## config.mk

```make
export PLATFORM = sky130hd
export DESIGN_NAME = ysyx_041461_pipe_ctrl
export DESIGN_NICKNAME = d
export VERILOG_FILES = /design/src/rtl/ysyx_041461_pipe_ctrl_pkg.sv /design/src/rtl/ysyx_041461_pipe_perf.sv /design/src/rtl/ysyx_041461_pipe_ctrl.sv
export VERILOG_INCLUDE_DIRS = /design/src /design/src/rtl
export SDC_FILE = /design/constraint.sdc
export NUM_CORES = 1
export LEC_CHECK = 0
export ABC_AREA = 1
export CAP_MARGIN = 10
export CORE_AREA = 2 2 39 41
export CTS_CLUSTER_DIAMETER = 120
export DETAILED_ROUTE_END_ITERATION = 8
export DIE_AREA = 0 0 41 43
export SLEW_MARGIN = 20
export SYNTH_ARGS = -nofsm -noshare
export SYNTH_HDL_FRONTEND = slang
export SYNTH_SLANG_ARGS = --single-unit
```

## constraint.sdc

```tcl
create_clock -name clk -period 1.1 [get_ports clk]
set_input_delay 0.165 -clock clk [delete_from_list [all_inputs] [get_ports clk]]
set_output_delay 0.165 -clock clk [all_outputs]
set_load 0.1 [all_outputs]
```

## src/rtl/ysyx_041461_macro.v

```verilog
// rtl/ysyx_041461_macro.v - pipeline control FSM state encodings
`ifndef YSYX_041461_MACRO_V
`define YSYX_041461_MACRO_V

`define ysyx_041461_PC_RUN      2'd0
`define ysyx_041461_PC_MEM_WAIT 2'd1
`define ysyx_041461_PC_FLUSH    2'd2

`endif

```

## src/rtl/ysyx_041461_pipe_ctrl_pkg.sv

```systemverilog
// rtl/ysyx_041461_pipe_ctrl_pkg.sv - shared types for the pipeline controller
`include "ysyx_041461_macro.v"

package ysyx_041461_pipe_ctrl_pkg;

  typedef enum logic [1:0] {
    PC_RUN      = `ysyx_041461_PC_RUN,
    PC_MEM_WAIT = `ysyx_041461_PC_MEM_WAIT,
    PC_FLUSH    = `ysyx_041461_PC_FLUSH
  } pc_state_e;

  typedef struct packed {
    logic mem_req;
    logic if_en;
    logic id_en;
    logic exe_en;
    logic mem_en;
    logic wb_en;
    logic id_vld;
    logic exe_vld;
    logic mem_vld;
    logic wb_vld;
  } ctrl_t;

  localparam ctrl_t CTRL_DEFAULT = '{
    mem_req: 1'b0, if_en: 1'b1, id_en: 1'b1, exe_en: 1'b1, mem_en: 1'b1,
    wb_en: 1'b1, id_vld: 1'b1, exe_vld: 1'b1, mem_vld: 1'b1, wb_vld: 1'b1
  };

  // Data bus not ready: freeze IF..MEM, drain a bubble into WB.
  function automatic ctrl_t mem_stall_ctrl();
    ctrl_t c;
    c = CTRL_DEFAULT;
    c.if_en  = 1'b0;
    c.id_en  = 1'b0;
    c.exe_en = 1'b0;
    c.mem_en = 1'b0;
    c.wb_vld = 1'b0;
    return c;
  endfunction

endpackage

```

## src/rtl/ysyx_041461_pipe_perf.sv

```systemverilog
// rtl/ysyx_041461_pipe_perf.sv - stall and flush event counters
module ysyx_041461_pipe_perf (
  input  logic        clk,
  input  logic        rst_n,
  input  logic        stall_evt,
  input  logic        flush_evt,
  output logic [63:0] perf_stall_cnt,
  output logic [63:0] perf_flush_cnt
);

  logic [63:0] stall_cnt_q, stall_cnt_d;
  logic [63:0] flush_cnt_q, flush_cnt_d;

  always_comb begin
    stall_cnt_d = stall_cnt_q + {63'd0, stall_evt};
    flush_cnt_d = flush_cnt_q + {63'd0, flush_evt};
  end

  always_ff @(posedge clk or negedge rst_n) begin
    if (!rst_n) begin
      stall_cnt_q <= 64'd0;
      flush_cnt_q <= 64'd0;
    end else begin
      stall_cnt_q <= stall_cnt_d;
      flush_cnt_q <= flush_cnt_d;
    end
  end

  assign perf_stall_cnt = stall_cnt_q;
  assign perf_flush_cnt = flush_cnt_q;

endmodule

```

## src/rtl/ysyx_041461_pipe_ctrl.sv

```systemverilog
// rtl/ysyx_041461_pipe_ctrl.sv - five-stage pipeline stall/flush controller
// YSYX_041461_PIPE_PERF_EN adds stall/flush performance counters.
module ysyx_041461_pipe_ctrl
  import ysyx_041461_pipe_ctrl_pkg::*;
(
  input  logic        clk,
  input  logic        rst_n,
  input  logic        ID_load_use,
  input  logic        EXE_busy,
  input  logic        EXE_redirect,
  input  logic        MEM_valid,
  input  logic        MEM_is_mem,
  input  logic        MEM_trap,
  output logic        mem_req,
  input  logic        mem_ready,
  output logic        IFreg_enable,
  output logic        IDreg_enable,
  output logic        EXEreg_enable,
  output logic        MEMreg_enable,
  output logic        WBreg_enable,
  output logic        IDreg_valid_fromCD,
  output logic        EXEreg_valid_fromCD,
  output logic        MEMreg_valid_fromCD,
  output logic        WBreg_valid_fromCD,
`ifdef YSYX_041461_PIPE_PERF_EN
  output logic [63:0] perf_stall_cnt,
  output logic [63:0] perf_flush_cnt,
`endif
  output logic [1:0]  state_out
);

  pc_state_e state_q, state_d;
  ctrl_t     ctrl;
  logic      mem_access;
  logic      mem_trap;

  assign mem_access = MEM_valid & MEM_is_mem & ~MEM_trap;
  assign mem_trap   = MEM_valid & MEM_trap;

  always_ff @(posedge clk or negedge rst_n) begin
    if (!rst_n) state_q <= PC_RUN;
    else        state_q <= state_d;
  end

  always_comb begin
    state_d = state_q;
    case (state_q)
      PC_RUN: begin
        if (mem_access && !mem_ready) state_d = PC_MEM_WAIT;
        else if (!mem_access && mem_trap) state_d = PC_FLUSH;
      end
      PC_MEM_WAIT: if (mem_ready) state_d = PC_RUN;
      default:     state_d = PC_RUN;
    endcase
  end

  always_comb begin
    ctrl = CTRL_DEFAULT;
    if (!rst_n) begin
      ctrl = '0;
    end else begin
      case (state_q)
        PC_RUN: begin
          if (mem_access) begin
            if (!mem_ready) ctrl = mem_stall_ctrl();
            ctrl.mem_req = 1'b1;
          end else if (mem_trap) begin
            ctrl.id_vld  = 1'b0;
            ctrl.exe_vld = 1'b0;
            ctrl.mem_vld = 1'b0;
          end else if (EXE_busy) begin
            ctrl.if_en   = 1'b0;
            ctrl.id_en   = 1'b0;
            ctrl.exe_en  = 1'b0;
            ctrl.mem_vld = 1'b0;
          end else if (EXE_redirect) begin
            ctrl.id_vld  = 1'b0;
            ctrl.exe_vld = 1'b0;
          end else if (ID_load_use) begin
            ctrl.if_en   = 1'b0;
            ctrl.id_en   = 1'b0;
            ctrl.exe_vld = 1'b0;
          end
        end
        PC_MEM_WAIT: begin
          if (!mem_ready) ctrl = mem_stall_ctrl();
          // A trap can never be paired with a bus request.
          ctrl.mem_req = ~MEM_trap;
        end
        default: begin
          ctrl.id_vld  = 1'b0;
          ctrl.exe_vld = 1'b0;
          ctrl.mem_vld = 1'b0;
        end
      endcase
    end
  end

  assign mem_req             = ctrl.mem_req;
  assign IFreg_enable        = ctrl.if_en;
  assign IDreg_enable        = ctrl.id_en;
  assign EXEreg_enable       = ctrl.exe_en;
  assign MEMreg_enable       = ctrl.mem_en;
  assign WBreg_enable        = ctrl.wb_en;
  assign IDreg_valid_fromCD  = ctrl.id_vld;
  assign EXEreg_valid_fromCD = ctrl.exe_vld;
  assign MEMreg_valid_fromCD = ctrl.mem_vld;
  assign WBreg_valid_fromCD  = ctrl.wb_vld;
  assign state_out           = state_q;

`ifdef YSYX_041461_PIPE_PERF_EN
  logic stall_evt;
  logic flush_evt;
  logic redirect_act;

  assign stall_evt    = ~ctrl.mem_en | ~ctrl.id_en;
  assign redirect_act = (state_q == PC_RUN) & ~mem_access & ~mem_trap & ~EXE_busy & EXE_redirect;
  assign flush_evt    = ((state_q != PC_FLUSH) & (state_d == PC_FLUSH)) | redirect_act;

  ysyx_041461_pipe_perf u_perf (
    .clk            (clk),
    .rst_n          (rst_n),
    .stall_evt      (stall_evt),
    .flush_evt      (flush_evt),
    .perf_stall_cnt (perf_stall_cnt),
    .perf_flush_cnt (perf_flush_cnt)
  );
`endif

endmodule

```

==> results of run 1 <==
[kinds of logic after synthesis]
| kind of cell | count (synthesis) | share of synthesized area, % |
|---|---|---|
| DFF | 2 | 18.52 |
| buffers and inverters | 15 | 25.00 |
| AOI/OAI and AO/OA | 11 | 22.69 |
| and+or+nand+nor | 19 | 33.80 |
[metrics by stage]
step	area [µm²]	hold WS, ps
2_1_floorplan	380.4	-130.6
3_3_place_gp	785.8	472.1
3_5_place_dp	785.8	473.0
4_1_cts	895.9	72.06
5_1_grt	923.4	84.41
6_report	923.4	83.37
[report_power, final]
part           total (µW)  switching [µW]  internal, µW
Sequential           87.9            6.44          81.5
Combinational         687             426           260
Clock                 157            37.1           120
[worst min-delay path, cell delays in order]
cell and delay [ps]:
sky130_fd_sc_hd__dlygate4sd2_1 220, sky130_fd_sc_hd__buf_6 110, sky130_fd_sc_hd__buf_4 130
[placed cells by master (no fill, tap or decap), types with 2 or more instances in the layout]
cell / Yosys / layout
sky130_fd_sc_hd__nand2_4: 0 / 2
sky130_fd_sc_hd__a21oi_4: 0 / 5
sky130_fd_sc_hd__buf_4: 3 / 19
sky130_fd_sc_hd__buf_6: 0 / 2
sky130_fd_sc_hd__nand2_1: 6 / 3
sky130_fd_sc_hd__buf_12: 0 / 12
sky130_fd_sc_hd__clkbuf_4: 0 / 3
sky130_fd_sc_hd__nand3_1: 5 / 3
sky130_fd_sc_hd__nand3_2: 0 / 2
sky130_fd_sc_hd__inv_2: 0 / 2
sky130_fd_sc_hd__inv_4: 0 / 2
sky130_fd_sc_hd__clkdlybuf4s50_1: 0 / 3
sky130_fd_sc_hd__nor2_1: 3 / 2
sky130_fd_sc_hd__inv_1: 12 / 5
sky130_fd_sc_hd__clkinvlp_4: 0 / 3
sky130_fd_sc_hd__dfrtp_4: 0 / 2
sky130_fd_sc_hd__dlygate4sd2_1: 0 / 4
sky130_fd_sc_hd__nand2_2: 2 / 3
sky130_fd_sc_hd__o21ai_4: 0 / 2
[routing by layer]
metal	vias up	GRT usage (%)	routed length [µm]
li1	231	-	-
met2	17	27.50	817
met5	-	0	0
met3	4	1.571	45
met4	0	16.67	44
met1	225	20.90	474
[cell type report]
type / count / area [µm²]
Multi-Input combinational cell: 30 / 279.0
Clock buffer: 3 / 22.52
Timing Repair Buffer: 41 / 483.0
Sequential cell: 2 / 57.56
Inverter: 12 / 61.31
Tap cell: 16 / 20.02
Fill cell: 114 / 460.4
[what timing repair did]
action | in CTS | in global routing
buffers inserted | 5 | 1
resized for setup | 16 | 6
setup endpoints to repair | 13 | 13
pin swaps | 7 | 5
[final timing paths]
kind	from	endpoint	slack (ps)
setup / recovery	state_out[1]$_DFFE_PN0P_	IDreg_enable	-590
hold / removal	rst_n	state_out[1]$_DFFE_PN0P_	80
setup reg to reg	state_out[1]$_DFFE_PN0P_	state_out[0]$_DFFE_PN0P_	-100
hold reg to reg	state_out[0]$_DFFE_PN0P_	state_out[1]$_DFFE_PN0P_	840
max in group asynchronous	rst_n	state_out[0]$_DFFE_PN0P_	890
min in group clk	mem_ready	state_out[1]$_DFFE_PN0P_	540
==> impl_metrics.tcl, run 1 <==
set metrics [dict create \
    synth_cells 47 \
    period_minus_slack_ps 1691 \
    timing_hold_violations_final 0 \
    synthesis.yosys.warnings 0 \
    drtAntennaViolNets 0 \
    count_of_routing_violations_after_the_opening_detailed_route_iteration 6 \
    grt_max_degree 5 \
    gr-usage-all-layers_pct 18.17 \
    min_path_type "primary input to asynchronous set/reset pin" \
    post_synth_most_frequent_cells "12 x sky130_fd_sc_hd__inv_1, 6 x sky130_fd_sc_hd__a21oi_1, 6 x sky130_fd_sc_hd__nand2_1, 5 x sky130_fd_sc_hd__nand3_1" \
    slew_viol_final 0 \
    async_sr_flop_fraction_pct 100.0 \
    routed_wirelength_um 1382 \
    yosys.area.top_type "sky130_fd_sc_hd__dfrtp_1" \
    sequential_share_of_the_synthesized_area_pct 18.52 \
    die_h_um 43 \
    pin_count 21 \
    detailedRoute.firstPassIterationCount 4 \
    finalWorstSetupSlack_ps -591.3 \
    cts_tree "done" \
    ys_top_cells_by_area "sky130_fd_sc_hd__dfrtp_1 19%, sky130_fd_sc_hd__inv_1 17%, sky130_fd_sc_hd__a21oi_1 11%, sky130_fd_sc_hd__nand3_1 9.3%, sky130_fd_sc_hd__buf_4 8.3%" \
    cpMaxStageDelayCell "sky130_fd_sc_hd__dfrtp_4" \
    synth_nets 56 \
    fp.dieArea_um2 1763 \
    max_ffs_per_register 2 \
    post_synth.cell_area_avg_um2 5.750 \
    avgRoutedWirePerCell_um 13.29 \
    clkSlewWorstSetupHoldPaths_ps 30 \
    critical-path-top-delay-family "flip-flops" \
    clkLatencyLatePin_ps 220 \
    dr_total_vias 477 \
    synthesis.area_um2 270.3 \
    p_total_uw 931.4 \
    synth_enable_flop_cells 0 \
    path_class "register to output port" \
    cpPeakStageDelay_ps 490 \
    num_rows 14 \
    layoutNonFillerInstCount 104 \
    cts-root-to-sink-buffers 2 \
    path_buf_inv 2 \
    timing.critical_path.fanout_max 3 \
    synth_seq_cells 2 \
    root_cell_of_the_clock_tree "sky130_fd_sc_hd__clkbuf_4" \
    worst-endpoint-required_ps 940 \
    design.final.nets 99 \
    htreeDepth 1 \
    run_status "complete, but fails checks" \
    initial_core_util_pct 19.53 \
    synthToLayoutAreaGrowth_pct 241.7 \
    antenna_found_initial 0 \
    rsz0062_at_grt "yes" \
    leakagePower_uw 0.0004219 \
    pwr_density_cell_nw_per_um2 1009 \
    n_antenna_cell 0 \
    dp_cells 95 \
    grt_pass1_wl_um 2097 \
    drt_drc_violations_left 0 \
    numClockSinks 2 \
    max_clock_freq_mhz 591.3 \
    final-setup-viol-count 13 \
    synth.top_cell.area_share_pct 18.52 \
    pre_cts_slack_ps -564.9 \
    detail_route.vias_per_cell 4.587 \
    post-synth-top-count-cell "sky130_fd_sc_hd__inv_1" \
    tns_ps -5040 \
    ys.flop_type "sky130_fd_sc_hd__dfrtp_1" \
    vdd.ir_drop.worst_uv 670.6 \
    first_global_vias 489 \
    final_layout_size_suffix_gt1_share_pct 71.59 \
    maxCapViolCount 0 \
    cts_hold_buf 0 \
    violations_in_the_final_reports "setup timing" \
    final.period_utilization_pct 153.8 \
    finClkSkew_ps 0.05566 \
    total_number_of_cells_along_the_worst_setup_path 6 \
    place_hpwl_um 878.2 \
    crit_path_end_kind "output port" \
    fp.dieW_um 41 \
    cp_data_arrival_time_ps 1530 \
    timing.critical_path.cells "inv_4 -> nand2_4 -> a21oi_4 -> nand2_2 -> a21oi_4 -> buf_12" \
    worst-r2r-cell-count 6 \
    gr-total-overflow 0 \
    netlist-cell-type-count 15 \
    port-buffer-count 20 \
    slew_headroom_pct 80.39 \
    place_congestion 0.7808 \
    worst_slew_pin_slew_ps 294.1 \
    crit_top_cell "sky130_fd_sc_hd__a21oi_4" \
    startpoint_type "register" \
    layout.core_utilization_pct 66.73 \
    numCtsBuffers 3 \
    design.core.area_um2 1384 \
]
Note: power is estimated with default switching activity, not from simulation.
==> run 2, diff against run 1 <==
--- a/config.mk
+++ b/config.mk
@@ -9,7 +9,6 @@
 export ABC_AREA = 1
 export CAP_MARGIN = 10
 export CORE_AREA = 2 2 39 41
-export CTS_CLUSTER_DIAMETER = 120
 export DETAILED_ROUTE_END_ITERATION = 8
 export DIE_AREA = 0 0 41 43
 export SLEW_MARGIN = 20
==> results of run 2 <==
Same layout as run 1: the final DEF is identical, and so are final timing and power.
==> run 3, diff against run 2 <==
--- a/config.mk
+++ b/config.mk
@@ -6,7 +6,6 @@
 export SDC_FILE = /design/constraint.sdc
 export NUM_CORES = 1
 export LEC_CHECK = 0
-export ABC_AREA = 1
 export CAP_MARGIN = 10
 export CORE_AREA = 2 2 39 41
 export DETAILED_ROUTE_END_ITERATION = 8
==> impl_metrics.tcl, run 3 <==
set metrics [dict create \
    final_layout_size_suffix_gt1_share_pct 68.33 \
    place_hpwl_um 591.8 \
    total_number_of_cells_along_the_worst_setup_path 5 \
    finClkSkew_ps 2.995 \
    ff_latch_area_um2 55.05 \
    path_class "primary input to output port" \
    cts_tree "done" \
    numClockSinks 2 \
    async_sr_flop_fraction_pct 100.0 \
    ys_top_cells_by_area "sky130_fd_sc_hd__dfrtp_1 23%, sky130_fd_sc_hd__buf_4 10%, sky130_fd_sc_hd__a21oi_1 9.1%, sky130_fd_sc_hd__o21ai_0 6.9%, sky130_fd_sc_hd__inv_1 5.1%" \
    synthesis.yosys.warnings 0 \
    maxCapViolCount 0 \
    vdd.ir_drop.worst_uv 521.8 \
    drtAntennaViolNets 0 \
    mostFrequentLayoutCell "sky130_fd_sc_hd__buf_12" \
    path_buf_inv 2 \
    fp.dieArea_um2 1763 \
    drt_drc_violations_left 0 \
    final.fill_count 129 \
    design.final.nets 71 \
    port-buffer-count 20 \
    sequential_share_of_the_synthesized_area_pct 22.86 \
    final-setup-viol-count 10 \
    num_rows 14 \
    clkSlewWorstSetupHoldPaths_ps 30 \
    worst-endpoint-required_ps 940 \
    yosys.area.top_type "sky130_fd_sc_hd__dfrtp_1" \
    post-synth-top-count-cell "sky130_fd_sc_hd__a21oi_1" \
    cpMaxStageDelayCell "sky130_fd_sc_hd__a211o_1" \
    timing_hold_violations_final 0 \
    synth.top_cell.area_share_pct 22.86 \
    cp_data_arrival_time_ps 1350 \
    rsz0062_at_grt "yes" \
    min_path_type "primary input to asynchronous set/reset pin" \
    ys.flop_type "sky130_fd_sc_hd__dfrtp_1" \
    detail_route.vias_per_cell 4.316 \
    leakagePower_uw 0.0003155 \
    startpoint_type "primary input" \
    cpPeakStageDelay_ps 350 \
    finalWorstSetupSlack_ps -410.4 \
    run_status "complete, but fails checks" \
    cts-root-to-sink-buffers 2 \
    violations_in_the_final_reports "setup timing" \
    netlist-cell-type-count 18 \
    detailed_place.area_um2 633.1 \
    detailedRoute.firstPassIterationCount 3 \
    multi_input_comb_area_um2 219.0 \
    synth_enable_flop_cells 0 \
    synth_cells 31 \
    finish.instance_area_um2 725.7 \
    htreeDepth 1 \
    synthToLayoutAreaGrowth_pct 231.4 \
    post_synth.cell_area_avg_um2 7.063 \
    initial_core_util_pct 15.82 \
    first_global_vias 322 \
    crit_path_end_kind "output port" \
    cts_hold_buf 0 \
    grt_pass1_wl_um 1324 \
    fin_worst_hold_slack_ps 58.92 \
    worst_slew_pin_slew_ps 228.6 \
    post_synth_most_frequent_cells "4 x sky130_fd_sc_hd__a21oi_1, 3 x sky130_fd_sc_hd__buf_4, 3 x sky130_fd_sc_hd__inv_1, 3 x sky130_fd_sc_hd__nand2_1, 3 x sky130_fd_sc_hd__o21ai_0" \
    period_minus_slack_ps 1510 \
    grt_max_degree 7 \
    slew_viol_final 0 \
    numCtsBuffers 3 \
    avgRoutedWirePerCell_um 10.11 \
    routed_wirelength_um 768 \
    synthesis.area_um2 219.0 \
    pwr_density_cell_nw_per_um2 1093 \
    max_ffs_per_register 2 \
    slew_headroom_pct 84.60 \
    design.core.area_um2 1384 \
    clkLatencyLatePin_ps 220 \
    die_h_um 43 \
    critical-path-top-delay-family "buffers and inverters" \
    dr_total_vias 328 \
    timing.critical_path.cells "clkdlybuf4s15_1 -> nand3b_1 -> a211o_1 -> and3_4 -> buf_12" \
    most-common-layout-cells "12 x sky130_fd_sc_hd__buf_12, 5 x sky130_fd_sc_hd__buf_4, 4 x sky130_fd_sc_hd__dlygate4sd2_1, 4 x sky130_fd_sc_hd__buf_6" \
    pin_count 21 \
    gr-total-overflow 0 \
    root_cell_of_the_clock_tree "sky130_fd_sc_hd__clkbuf_4" \
    synth_nets 40 \
    fp.dieW_um 41 \
    count_of_routing_violations_after_the_opening_detailed_route_iteration 7 \
    worst-r2r-cell-count 4 \
    gr-usage-all-layers_pct 10.73 \
    n_antenna_cell 0 \
    timing.critical_path.fanout_max 5 \
    max_clock_freq_mhz 662.1 \
    antenna_found_initial 0 \
    place_congestion 0.7258 \
    final.period_utilization_pct 137.3 \
    synth_seq_cells 2 \
]
run 3: cell count changes after synthesis, sizes merged, moves of 2 or more:
cell / delta
inv: -9
nand3: -4
a21oi: -3
nand2: -5
nor2: -2
run 3: worst paths after layout:
| check | from | endpoint | slack [ps] |
|---|---|---|---|
| worst max-delay path | MEM_trap | EXEreg_enable | -410 |
| worst min-delay path | rst_n | state_out[1]$_DFFE_PN0P_ | 60 |
| worst max register to register | state_out[0]$_DFFE_PN0P_ | state_out[1]$_DFFE_PN0P_ | 30 |
| worst min register to register | state_out[1]$_DFFE_PN0P_ | state_out[1]$_DFFE_PN0P_ | 580 |
| max in group asynchronous | rst_n | state_out[0]$_DFFE_PN0P_ | 920 |
| min in group clk | state_out[1]$_DFFE_PN0P_ | state_out[1]$_DFFE_PN0P_ | 580 |
run 3: metal layers:
layer	GRT usage, %	up-vias	routed length, µm
li1	-	165	-
met1	14.10	154	333
met2	15.63	9	393
met3	3.665	0	41
met4	4.000	0	0
met5	0	-	0
run 3: where the power goes:
group          leakage (µW)  total, µW  switching [µW]  internal [µW]
clock network     0.0000138        157            37.4            120
logic              0.000278        551             339            212
registers         0.0000236       84.8            5.10           79.7
total              0.000315        793             381            412
run 3: cell type report:
cell class | instances | share of cell area [%]
Sequential cell | 2 | 7.586
Tap cell | 16 | 2.759
Multi-Input combinational cell | 23 | 30.17
Inverter | 3 | 1.552
Clock buffer | 3 | 3.103
Timing Repair Buffer | 29 | 54.83
run 3: cell families (layout without fill, tap and decap cells):
| kind of cell | Yosys count | after routing | synth area share (%) |
|---|---|---|---|
| AO/OA/AOI/OAI | 12 | 12 | 36.57 |
| buffers and inverters | 6 | 35 | 15.43 |
| flip-flops | 2 | 2 | 22.86 |
| AND/OR/NAND/NOR | 11 | 11 | 25.15 |
run 3: through the flow:
step | util [%] | setup slack (ps) | instances | TNS [ps] | power (µW)
final | 52.44 | -410.4 | 76 | -3376 | 793.1
after global routing | 52.44 | -468.1 | 76 | -3873 | 832.1
after CTS | 50.72 | -432.6 | 75 | -3428 | 796.6
after detailed placement | 45.75 | -665.3 | 71 | -5662 | 606.5
after global placement | 45.75 | -633.7 | 71 | -5459 | 605.9
after floorplan | - | -867.9 | 31 | -6616 | 408.9
run 3: repair_timing:
action | 4_1_cts | 5_1_grt
setup endpoints to repair | 13 | 11
pin swaps | 4 | 5
resized for setup | 17 | 6
buffers inserted | 1 | 2
